**config.mk**
```make
export PLATFORM = sky130hd
export DESIGN_NAME = avalon_pio_irq
export DESIGN_NICKNAME = d
export VERILOG_FILES = /design/src/rtl/avalon_pio_irq.sv
export SDC_FILE = /design/constraint.sdc
export NUM_CORES = 1
export LEC_CHECK = 0
export ABC_CLOCK_PERIOD_IN_PS = 2100
export CAP_MARGIN = 20
export CORE_UTILIZATION = 50
export CTS_CLUSTER_DIAMETER = 100
export DETAILED_ROUTE_END_ITERATION = 16
export PLACE_DENSITY = 0.71
export SLEW_MARGIN = 40
export SYNTH_ARGS = -nofsm -noshare
export SYNTH_HDL_FRONTEND = slang
export SYNTH_SLANG_ARGS = --single-unit
```
**constraint.sdc**
```tcl
create_clock -name clk_clk -period 2.1 [get_ports clk_clk]
set_input_delay 0.315 -clock clk_clk [delete_from_list [all_inputs] [get_ports clk_clk]]
set_output_delay 0.315 -clock clk_clk [all_outputs]
set_load 0.01 [all_outputs]
```
**src/rtl/avalon_pio_irq.sv**
```systemverilog
// Avalon-MM PIO bank: synchronised, debounced inputs with edge capture and a maskable
// level interrupt, plus write/set/clear output register with readback.
module avalon_pio_irq #(
  parameter int                     IN_WIDTH        = 8,
  parameter int                     OUT_WIDTH       = 8,
  parameter int                     DEBOUNCE_CYCLES = 50000,
  parameter int                     EDGE_MODE       = 0,
  parameter logic [OUT_WIDTH-1:0]   OUT_RESET       = '0
) (
  input  logic                 clk_clk,
  input  logic                 reset_reset_n,
  input  logic [2:0]           avs_address,
  input  logic                 avs_read,
  input  logic                 avs_write,
  input  logic [31:0]          avs_writedata,
  output logic [31:0]          avs_readdata,
  input  logic [IN_WIDTH-1:0]  pio_in,
  output logic [OUT_WIDTH-1:0] pio_out,
  output logic                 irq
);

  localparam int             CW = $clog2(DEBOUNCE_CYCLES) + 1;
  localparam logic [CW-1:0]  TC = CW'(DEBOUNCE_CYCLES - 1);

  localparam logic [2:0] A_DATA     = 3'd0;
  localparam logic [2:0] A_OUT_SET  = 3'd1;
  localparam logic [2:0] A_OUT_CLR  = 3'd2;
  localparam logic [2:0] A_IRQ_MASK = 3'd3;
  localparam logic [2:0] A_EDGE_CAP = 3'd4;
  localparam logic [2:0] A_OUT_RB   = 3'd5;

  logic [IN_WIDTH-1:0] sync1, sync2;
  logic [IN_WIDTH-1:0] deb, prev;
  logic [CW-1:0]       cnt [IN_WIDTH];
  logic [IN_WIDTH-1:0] edge_cap, irq_mask, edge_det, cap_clr;
  logic [IN_WIDTH-1:0] wdata_in;
  logic [OUT_WIDTH-1:0] wdata_out;

  assign wdata_in  = avs_writedata[IN_WIDTH-1:0];
  assign wdata_out = avs_writedata[OUT_WIDTH-1:0];

  always_ff @(posedge clk_clk or negedge reset_reset_n) begin
    if (!reset_reset_n) begin
      sync1 <= '0;
      sync2 <= '0;
    end else begin
      sync1 <= pio_in;
      sync2 <= sync1;
    end
  end

  // A bit only follows the synchronised input after DEBOUNCE_CYCLES consecutive disagreeing samples.
  always_ff @(posedge clk_clk or negedge reset_reset_n) begin
    if (!reset_reset_n) begin
      deb <= '0;
      for (int i = 0; i < IN_WIDTH; i++) cnt[i] <= '0;
    end else begin
      for (int i = 0; i < IN_WIDTH; i++) begin
        if (sync2[i] == deb[i]) begin
          cnt[i] <= '0;
        end else if (cnt[i] == TC) begin
          deb[i] <= sync2[i];
          cnt[i] <= '0;
        end else begin
          cnt[i] <= cnt[i] + 1'b1;
        end
      end
    end
  end

  always_comb begin
    edge_det = '0;
    case (EDGE_MODE)
      0:       edge_det = deb & ~prev;
      1:       edge_det = ~deb & prev;
      default: edge_det = (deb & ~prev) | (~deb & prev);
    endcase
  end

  assign cap_clr = (avs_write && avs_address == A_EDGE_CAP) ? wdata_in : '0;

  // New edges are ORed in after the clear so a simultaneous W1C never loses an event.
  always_ff @(posedge clk_clk or negedge reset_reset_n) begin
    if (!reset_reset_n) begin
      prev     <= '0;
      edge_cap <= '0;
      irq_mask <= '0;
      irq      <= 1'b0;
    end else begin
      prev     <= deb;
      edge_cap <= (edge_cap & ~cap_clr) | edge_det;
      irq      <= |(edge_cap & irq_mask);
      if (avs_write && avs_address == A_IRQ_MASK) irq_mask <= wdata_in;
    end
  end

  always_ff @(posedge clk_clk or negedge reset_reset_n) begin
    if (!reset_reset_n) begin
      pio_out <= OUT_RESET;
    end else if (avs_write) begin
      case (avs_address)
        A_DATA:    pio_out <= wdata_out;
        A_OUT_SET: pio_out <= pio_out | wdata_out;
        A_OUT_CLR: pio_out <= pio_out & ~wdata_out;
        default:   pio_out <= pio_out;
      endcase
    end
  end

  // Read data is taken from register state before any same-cycle write lands.
  always_ff @(posedge clk_clk or negedge reset_reset_n) begin
    if (!reset_reset_n) begin
      avs_readdata <= '0;
    end else if (avs_read) begin
      case (avs_address)
        A_DATA:     avs_readdata <= 32'(deb);
        A_IRQ_MASK: avs_readdata <= 32'(irq_mask);
        A_EDGE_CAP: avs_readdata <= 32'(edge_cap);
        A_OUT_RB:   avs_readdata <= 32'(pio_out);
        default:    avs_readdata <= '0;
      endcase
    end
  end

endmodule
```
==> metrics, run 1 <==
Vias=6799; switching share of power=0.221; vias in the first global route=6653; dpl cells=1203; I/O Buffers=39; clk root buf=clkbuf_16; Global Route met3 Usage=0.0390; All-Layer GR Usage=0.201; antenna-violating nets left=0; yosys synthesis warning count=0; Non-Filler Instances=1243; Yosys reg bits=201; Area Overhead vs Synth=15.7%; r2r setup slk=210 ps; Peak VDD IR=0.000643 V; slew margin rel.=0.531; CTS tree=yes; maximum capacitance violations=0; Slew @ Worst Pin=700 ps; Fin Clk Skew=8.55 ps; Clock power frac=0.470; Worst setup SP type=flip-flop; clock-pin slew on the worst setup and hold paths=60 ps; Residual DRC=0; Die Ht=140 µm; Sequential Power Share=0.467; Placer Congestion=0.898; Sw Pwr=0.00196 W; TritonCTS Buffers=22; H-tree depth=1; Setup Crit Path Kind=reg2reg; Clock Path Buffers=3; status=completed; layout cells sized above 1=0.0971; crit path time final=1890 ps; initial antenna violation count=0; Syn Inst Count=928; Final Max Slew Viols=0; core area=18700 µm²; RSZ-0062 raised after global routing=no; first-pass GRT wire length=32.1 mm; crit end category=flip-flop; total grt overflow=0; wirelength, routed=18.7 mm; First-pass DRT Iterations=5; Seq/Total Area, Yosys=0.526; crit path DAT=2280 ps; worst endpoint required time=2480 ps; Mapped Area=9560 µm²; GR Util met2=0.325; Max FO, Critical Path=5; pwr/cell area=799 nW/µm²; DRT iter0 DRCs=399; # fillers=1549; row cnt=50; fin nets=1049; Routed WL per cell=15.1 µm; io pins=88; Die X=140 µm; synthesized area per cell=10.3 µm²; M1 GR Usage=0.273; die area=19700 µm²; Cell variety after synth=39; DP HPWL=12.8 mm; Final period util=0.902; Pint=0.00688 W; achievable frequency=0.528 GHz; worst min path class=in2reg; commonest non-fill, non-tap cell in the layout=dfrtp_1; total clock sinks=201; Vias per Instance=5.47; Starting Density=0.511; post-CTS setup buffer count=0; highest-count cells in the layout ignoring fill and taps=dfrtp_1, nor2_1, xnor2_1, nand3_1, nand4_1; Most Used Layer, Global Route=met2; combinational share of power=0.063; Diodes inserted=0; largest net degree at the start of global routing=62; LEAKAGE=4.56 nW; endpoints failing setup=0; setup tns final=0 ps; clock latency on the worst-skew pair=500 ps; Fin. Hold Viols=0
per-stage QoR:
stage	cell area, µm²	util	worst slack (ps)	power, W	hold slack (ps)
6_report	11100	0.591	207	0.00884	245
5_1_grt	11100	0.591	123	0.00913	246
4_1_cts	11100	0.591	208	0.00894	231
3_5_place_dp	10300	0.548	42.0	0.00475	336
3_3_place_gp	10300	0.548	77.5	0.00474	333
2_1_floorplan	9640	-	277	0.00445	19.4
cell usage after synthesis (all sizes together):
| cell | n | area [µm²] |
|---|---|---|
| o221ai | 6 | 52.6 |
| o21ai | 11 | 55.1 |
| nand3 | 54 | 270 |
| or2 | 2 | 12.5 |
| or4 | 9 | 82.6 |
| nor4b | 3 | 26.3 |
| a31oi | 6 | 37.5 |
| a22o | 16 | 140 |
| buf | 35 | 251 |
| mux2i | 8 | 80.1 |
| inv | 40 | 150 |
| o41ai | 8 | 198 |
| a22oi | 6 | 45.0 |
| clkbuf | 13 | 48.8 |
| nand4 | 48 | 307 |
| nand2b | 2 | 12.5 |
| o31ai | 4 | 30.0 |
| nor4 | 38 | 238 |
| mux2 | 16 | 180 |
| a21oi | 7 | 35.0 |
| ha | 8 | 100 |
| xnor2 | 92 | 806 |
| dfrtp | 201 | 5030 |
| xor2 | 31 | 272 |
| and4 | 2 | 17.5 |
| nand2 | 43 | 161 |
| nand4b | 1 | 8.76 |
| or4b | 2 | 20.0 |
| conb | 1 | 3.75 |
| and3 | 6 | 37.5 |
| or3 | 10 | 62.6 |
| nor2 | 167 | 627 |
| nor3 | 32 | 160 |
metal layers:
metal,up-vias,part of all wire
li1,3323,-
met1,3311,0.46
met2,130,0.46
met3,35,0.048
met4,0,0.027
met5,-,0
worst paths after layout:
path,start,to,cells after the start
max in group asynchronous,reset_reset_n,cnt[0],3
min in group asynchronous,reset_reset_n,cnt[125],2
min reg2reg,sync1[7],sync2[7],0
min,pio_in[1],sync1[1],1
max,cnt[72],deb[3],3
max reg2reg,cnt[72],deb[3],3
registers in the layout, summed over array words and instances (netlist names):
register	cells
avs_readdata	8
cnt	136
deb	8
edge_cap	8
irq	1
irq_mask	8
pio_out	8
prev	8
sync1	8
sync2	8
cells by family after synthesis:
logic type      Yosys count  share of synthesized area
flops                   201                      0.526
mux                      24                     0.0272
compound gates           64                     0.0620
xor+xnor                123                      0.113
fa+ha+maj                 8                     0.0105
simple gates            419                      0.214
other cells               1                   0.000392
buf+inv                  88                     0.0471
worst max-delay path, cell delays in order, from the launching register on:
cell,delay (ps)
dfrtp_1,430
or4b_2,710
nor4_1,270
mux2_2,370
power by group through the flow:
stage	Combinational [W]	Clock, W	Sequential, W
after CTS	0.000567	0.00425	0.00412
after global placement	0.000553	0	0.00418
after floorplan	0.000280	0	0.00417
after global routing	0.000623	0.00437	0.00414
final	0.000556	0.00415	0.00412
after detailed placement	0.000561	0	0.00419
cell type report:
type	instances	area, µm²	share of cell area
inverter	40	150	0.0136
timing repair buffer	67	632	0.0571
clock buffer	29	638	0.0577
sequential	201	5030	0.455
multi-input combinational	662	4160	0.377
clock inverter	10	153	0.0138
tap	234	293	0.0265
timing repair:
action | 4_1_cts | 5_1_grt
endpoints found under the hold margin | 57 | 0
hold buffers | 1 | 0
resized for setup | 0 | 0
No activity file was read; power rests on OpenSTA's default activity.
==> run 2, diff against run 1 <==
--- a/config.mk
+++ b/config.mk
@@ -7,9 +7,11 @@
 export LEC_CHECK = 0
 export ABC_CLOCK_PERIOD_IN_PS = 2100
 export CAP_MARGIN = 20
+export CORE_MARGIN = 5
 export CORE_UTILIZATION = 50
 export CTS_CLUSTER_DIAMETER = 100
 export DETAILED_ROUTE_END_ITERATION = 16
+export GPL_ROUTABILITY_DRIVEN = 0
 export PLACE_DENSITY = 0.71
 export SLEW_MARGIN = 40
 export SYNTH_ARGS = -nofsm -noshare
==> run 2 against run 1 <==
Maximum frequency grew 0.15%. Clock-buffer cell count grew 2. Global-route usage shrank 2.3 points. Final area grew 0.12%. Sequential share of layout area shrank 0.056 points. Routed wire length grew 0.53%. First-iteration DRC count grew 17%. Non-clock buffer count grew 5. Worst hold slack gained 4.9 ps. Die area grew 12%. Combinational power grew 0.7%.
==> metrics, run 2 (synthesis gave the netlist of run 1 again) <==
All-Layer GR Usage=0.178 (-0.0230); TritonCTS Buffers=23 (+4.5%); die area=22000 µm² (+12%); combinational share of power=0.065 (+0.002); Slew @ Worst Pin=746 ps (+46.0 ps); Most Used Layer, Global Route=met2; Clock Path Buffers=3 (unchanged); Global Route met3 Usage=0.0405 (+0.00155); clk root buf=clkbuf_16; Fin Clk Skew=8.83 ps (+0.278 ps); Final Max Slew Viols=0 (unchanged); initial antenna violation count=0 (unchanged); antenna-violating nets left=0 (unchanged); total clock sinks=201 (unchanged); post-CTS setup buffer count=0 (unchanged); Pint=0.00669 W (-2.8%); io pins=88 (unchanged); Peak VDD IR=0.000572 V (-11%); Post-Place Setup Slack=129 ps (+87.2 ps); setup tns final=0 ps (unchanged); final worst slack=209 ps (+2.88 ps); Setup Crit Path Kind=reg2reg; status=completed; CTS tree=yes; I/O Buffers=39 (unchanged); maximum capacitance violations=0 (unchanged); Max FO, Critical Path=3 (-2); clock-pin slew on the worst setup and hold paths=60 ps (about the same); first-pass GRT wire length=32.8 mm (+2.3%); RSZ-0062 raised after global routing=no; LEAKAGE=4.58 nW (+0.39%); DRT iter0 DRCs=466 (+17%); Sw Pwr=0.00191 W (-2.1%); GR Util met2=0.280 (-0.0452); crit path DAT=2270 ps (about the same); Final period util=0.900 (-0.00137); largest net degree at the start of global routing=49 (-21%); Die X=148 µm (+5.7%); Vias per Instance=5.45 (-0.42%); Routed WL per cell=15.1 µm (about the same); M1 GR Usage=0.252 (-0.0208); # fillers=1600 (+3.3%); highest-count cells in the layout ignoring fill and taps=dfrtp_1, nor2_1, xnor2_1, nand3_1, nand4_1; crit path time final=1890 ps (-2.88 ps); commonest non-fill, non-tap cell in the layout=dfrtp_1; layout cells sized above 1=0.101 (+0.00435); Diodes inserted=0 (unchanged); largest register by flop count=cnt; slew margin rel.=0.501 (-0.0308); wirelength, routed=18.8 mm (+0.53%); switching share of power=0.223 (+0.00115); Layout Utilization=0.590 (-0.00124); clock latency on the worst-skew pair=500 ps (about the same); vias in the first global route=6655 (+0.030%); Starting Density=0.509 (-0.00170); Hold WS=250 ps (+4.88 ps); worst min path class=in2reg; H-tree depth=1 (unchanged); row cnt=50 (unchanged); crit end category=flip-flop; achievable frequency=0.529 GHz (+0.15%); core area=18800 µm² (+0.33%); Sequential Power Share=0.480 (+0.013); Clock power frac=0.455 (-0.015); Area Overhead vs Synth=15.9%; pwr/cell area=777 nW/µm² (-2.7%); Worst setup SP type=flip-flop; Vias=6803 (+0.059%); First-pass DRT Iterations=5 (unchanged); max reg flops=136 (unchanged); endpoints failing setup=0 (unchanged); Residual DRC=0 (unchanged); Fin. Hold Viols=0 (unchanged); worst endpoint required time=2480 ps (about the same); Die Ht=148 µm (+5.7%); DP HPWL=13.2 mm (+3.3%); fin nets=1055 (+0.57%); total grt overflow=0 (unchanged)
-- run 2: worst paths after layout --
path / from / slack [ps] / end / cells after the start
max: cnt[79] / 210 / deb[3] / 3
min: pio_in[1] / 250 / sync1[1] / 1
max reg2reg: cnt[79] / 210 / deb[3] / 3
min reg2reg: sync1[3] / 350 / sync2[3] / 0
max in group asynchronous: reset_reset_n / 1100 / cnt[80] / 3
min in group asynchronous: reset_reset_n / 340 / sync1[0] / 2
-- run 2: what timing repair did --
item / CTS / global route
gates resized for setup: 0 / 0
hold buffers: 1 / 0
hold endpoints to repair: 43 / 0
-- run 2: stage by stage --
| step | cell area (µm²) | std cells | total power (W) |
|---|---|---|---|
| global route | 11100 | 1249 | 0.00898 |
| detailed placement | 10300 | 1208 | 0.00476 |
| floorplan | 9640 | 951 | 0.00445 |
| CTS | 11100 | 1249 | 0.00872 |
| global placement | 10300 | 1208 | 0.00475 |
| finish | 11100 | 1249 | 0.00860 |
-- run 2: power by group through the flow --
stage	Combinational, W	Sequential, W	Clock [W]
finish	0.000560	0.00413	0.00392
global route	0.000631	0.00414	0.00420
CTS	0.000572	0.00413	0.00402
detailed placement	0.000565	0.00419	0
global placement	0.000556	0.00419	0
floorplan	0.000280	0.00417	0
-- run 2: cell type report --
class                      instances  area [µm²]  share of cell area
tap                              234         293              0.0264
timing repair buffer              72         682              0.0616
sequential                       201        5030               0.454
inverter                          40         150              0.0136
multi-input combinational        662        4160               0.376
clock buffer                      31         656              0.0592
clock inverter                     9        98.8             0.00893
-- run 2: worst max-delay path, cell delays in order (launching register included) --
cell     delay (ps)
dfrtp_1         410
or4b_2          730
nor4_1          270
mux2_2          370
-- run 2: per-layer routing --
layer / wire, µm / part of all wire / vias up
met5: 0 / 0 / -
met4: 442 / 0.023 / 0
met3: 1090 / 0.058 / 35
met2: 8590 / 0.46 / 145
met1: 8730 / 0.46 / 3299
li1: - / - / 3324
==> run 3, diff against run 2 <==
--- a/config.mk
+++ b/config.mk
@@ -8,11 +8,11 @@
 export ABC_CLOCK_PERIOD_IN_PS = 2100
 export CAP_MARGIN = 20
 export CORE_MARGIN = 5
-export CORE_UTILIZATION = 50
+export CORE_UTILIZATION = 55
 export CTS_CLUSTER_DIAMETER = 100
 export DETAILED_ROUTE_END_ITERATION = 16
 export GPL_ROUTABILITY_DRIVEN = 0
-export PLACE_DENSITY = 0.71
+export PLACE_DENSITY = 0.77
 export SLEW_MARGIN = 40
 export SYNTH_ARGS = -nofsm -noshare
 export SYNTH_HDL_FRONTEND = slang
==> run 3 against run 2 <==
Sequential share of layout area rose by 0.25 points. Final area fell by 0.54%. Final cell count fell by 0.96%. Sequential cell count did not move. Critical path depth did not move. Maximum frequency fell by 0.98%. Via count rose by 1.1%. Clock power barely moved. Highest routed layer unchanged.
==> metrics, run 3 (synthesis gave the netlist of run 1 again) <==
status=completed; largest register by flop count=cnt; Fin. Hold Viols=0 (unchanged); pwr/cell area=779 nW/µm² (+0.22%); clk root buf=clkbuf_16; total clock sinks=201 (unchanged); endpoints failing setup=0 (unchanged); crit path DAT=2290 ps (+20 ps); Die Ht=142 µm (-4.3%); Clock Path Buffers=3 (unchanged); switching share of power=0.224 (+0.00133); DRT iter0 DRCs=397 (-15%); Area Overhead vs Synth=15.2%; largest net degree at the start of global routing=69 (+41%); fin nets=1052 (-0.28%); wirelength, routed=19.1 mm (+1.6%); # fillers=1351 (-16%); TritonCTS Buffers=23 (unchanged); setup tns final=0 ps (unchanged); First-pass DRT Iterations=7 (+2); Pwr Total=0.00858 W (-0.32%); All-Layer GR Usage=0.196 (+0.0178); Sequential Power Share=0.482 (+0.002); Setup Crit Path Kind=reg2reg; Final period util=0.909 (+0.00895); achievable frequency=0.524 GHz (-0.98%); Routed WL per cell=15.5 µm (+2.6%); io pins=88 (unchanged); LEAKAGE=4.54 nW (-0.77%); clock-pin slew on the worst setup and hold paths=60 ps (about the same); CTS tree=yes; worst endpoint required time=2480 ps (about the same); Max FO, Critical Path=3 (unchanged); total grt overflow=0 (unchanged); Vias per Instance=5.56 (+2.1%); maximum capacitance violations=0 (unchanged); highest-count cells in the layout ignoring fill and taps=dfrtp_1, nor2_1, xnor2_1, nand3_1, nand4_1; Starting Density=0.556 (+0.0472); row cnt=48 (-4.0%); Slew @ Worst Pin=692 ps (-54.2 ps); Clock power frac=0.454 (about the same); crit path time final=1910 ps (+18.8 ps); Sw Pwr=0.00192 W (+0.27%); Final Max Slew Viols=0 (unchanged); layout cells sized above 1=0.0958 (-0.00563); antenna-violating nets left=0 (unchanged); I/O Buffers=39 (unchanged); Pint=0.00666 W (-0.49%); first-pass GRT wire length=32.8 mm (unchanged); max reg flops=136 (unchanged); Vias=6878 (+1.1%); Fin Clk Skew=9.36 ps (+0.530 ps); H-tree depth=1 (unchanged); slew margin rel.=0.537 (+0.0363); die area=20100 µm² (-8.5%); clock latency on the worst-skew pair=500 ps (about the same); combinational share of power=0.065 (about the same); initial antenna violation count=0 (unchanged); r2r setup slk=190 ps (-20 ps); crit end category=flip-flop; Diodes inserted=0 (unchanged); Resized Gates After CTS=0 (unchanged); Layout Utilization=0.641 (+0.0512); worst min path class=in2reg; RSZ-0062 raised after global routing=no; DP HPWL=13.1 mm (-1.0%); Peak VDD IR=0.000611 V (+6.9%); Die X=142 µm (-4.3%); Residual DRC=0 (unchanged); commonest non-fill, non-tap cell in the layout=dfrtp_1; Worst setup SP type=flip-flop; vias in the first global route=6805 (+2.3%); core area=17200 µm² (-8.5%)
## run 3: final timing paths
path | from | depth (start not counted) | end
worst max-delay path | cnt[79] | 3 | deb[3]
max in group asynchronous | reset_reset_n | 3 | cnt[44]
worst max register to register | cnt[79] | 3 | deb[3]
min in group asynchronous | reset_reset_n | 2 | deb[2]
worst min register to register | sync1[6] | 0 | sync2[6]
worst min-delay path | pio_in[2] | 1 | sync1[2]
## run 3: per-stage QoR
stage               setup slack (ps)  instance area, µm²  hold WS (ps)  cells
global placement                 150               10300           258   1196
CTS                              192               11000           235   1237
floorplan                        277                9640          19.4    951
global route                     144               11000           235   1237
detailed placement               142               10300           256   1196
finish                           191               11000           251   1237
## run 3: cell type report
cell class | instances | area, µm² | share of cell area
clock buffer | 33 | 653 | 0.0593
clock inverter | 7 | 87.6 | 0.00795
inverter | 40 | 150 | 0.0136
multi-input combinational | 662 | 4160 | 0.378
sequential | 201 | 5030 | 0.457
tap | 225 | 282 | 0.0256
timing repair buffer | 69 | 647 | 0.0587
## run 3: critical path: stages (launching register included)
cell,delay [ps]
dfrtp_1,400
or4b_2,730
nor4_1,280
mux2_2,380
## run 3: per-layer routing
layer | vias to the layer above | GRT usage | part of all wire
met3 | 27 | 0.0381 | 0.056
met4 | 0 | 0.0470 | 0.019
met5 | - | 0 | 0
met2 | 162 | 0.321 | 0.49
met1 | 3357 | 0.271 | 0.44
li1 | 3332 | - | -
## run 3: what timing repair did
item | in CTS | in global routing
hold buffers | 1 | 0
buffers inserted | 0 | 0
hold endpoints to repair | 35 | 0
## run 3: power by group through the flow
stage | combinational (W) | clock, W | sequential (W)
finish | 0.000557 | 0.00389 | 0.00413
global route | 0.000621 | 0.00418 | 0.00414
CTS | 0.000566 | 0.00398 | 0.00413
detailed placement | 0.000558 | 0 | 0.00419
global placement | 0.000545 | 0 | 0.00419
floorplan | 0.000280 | 0 | 0.00417
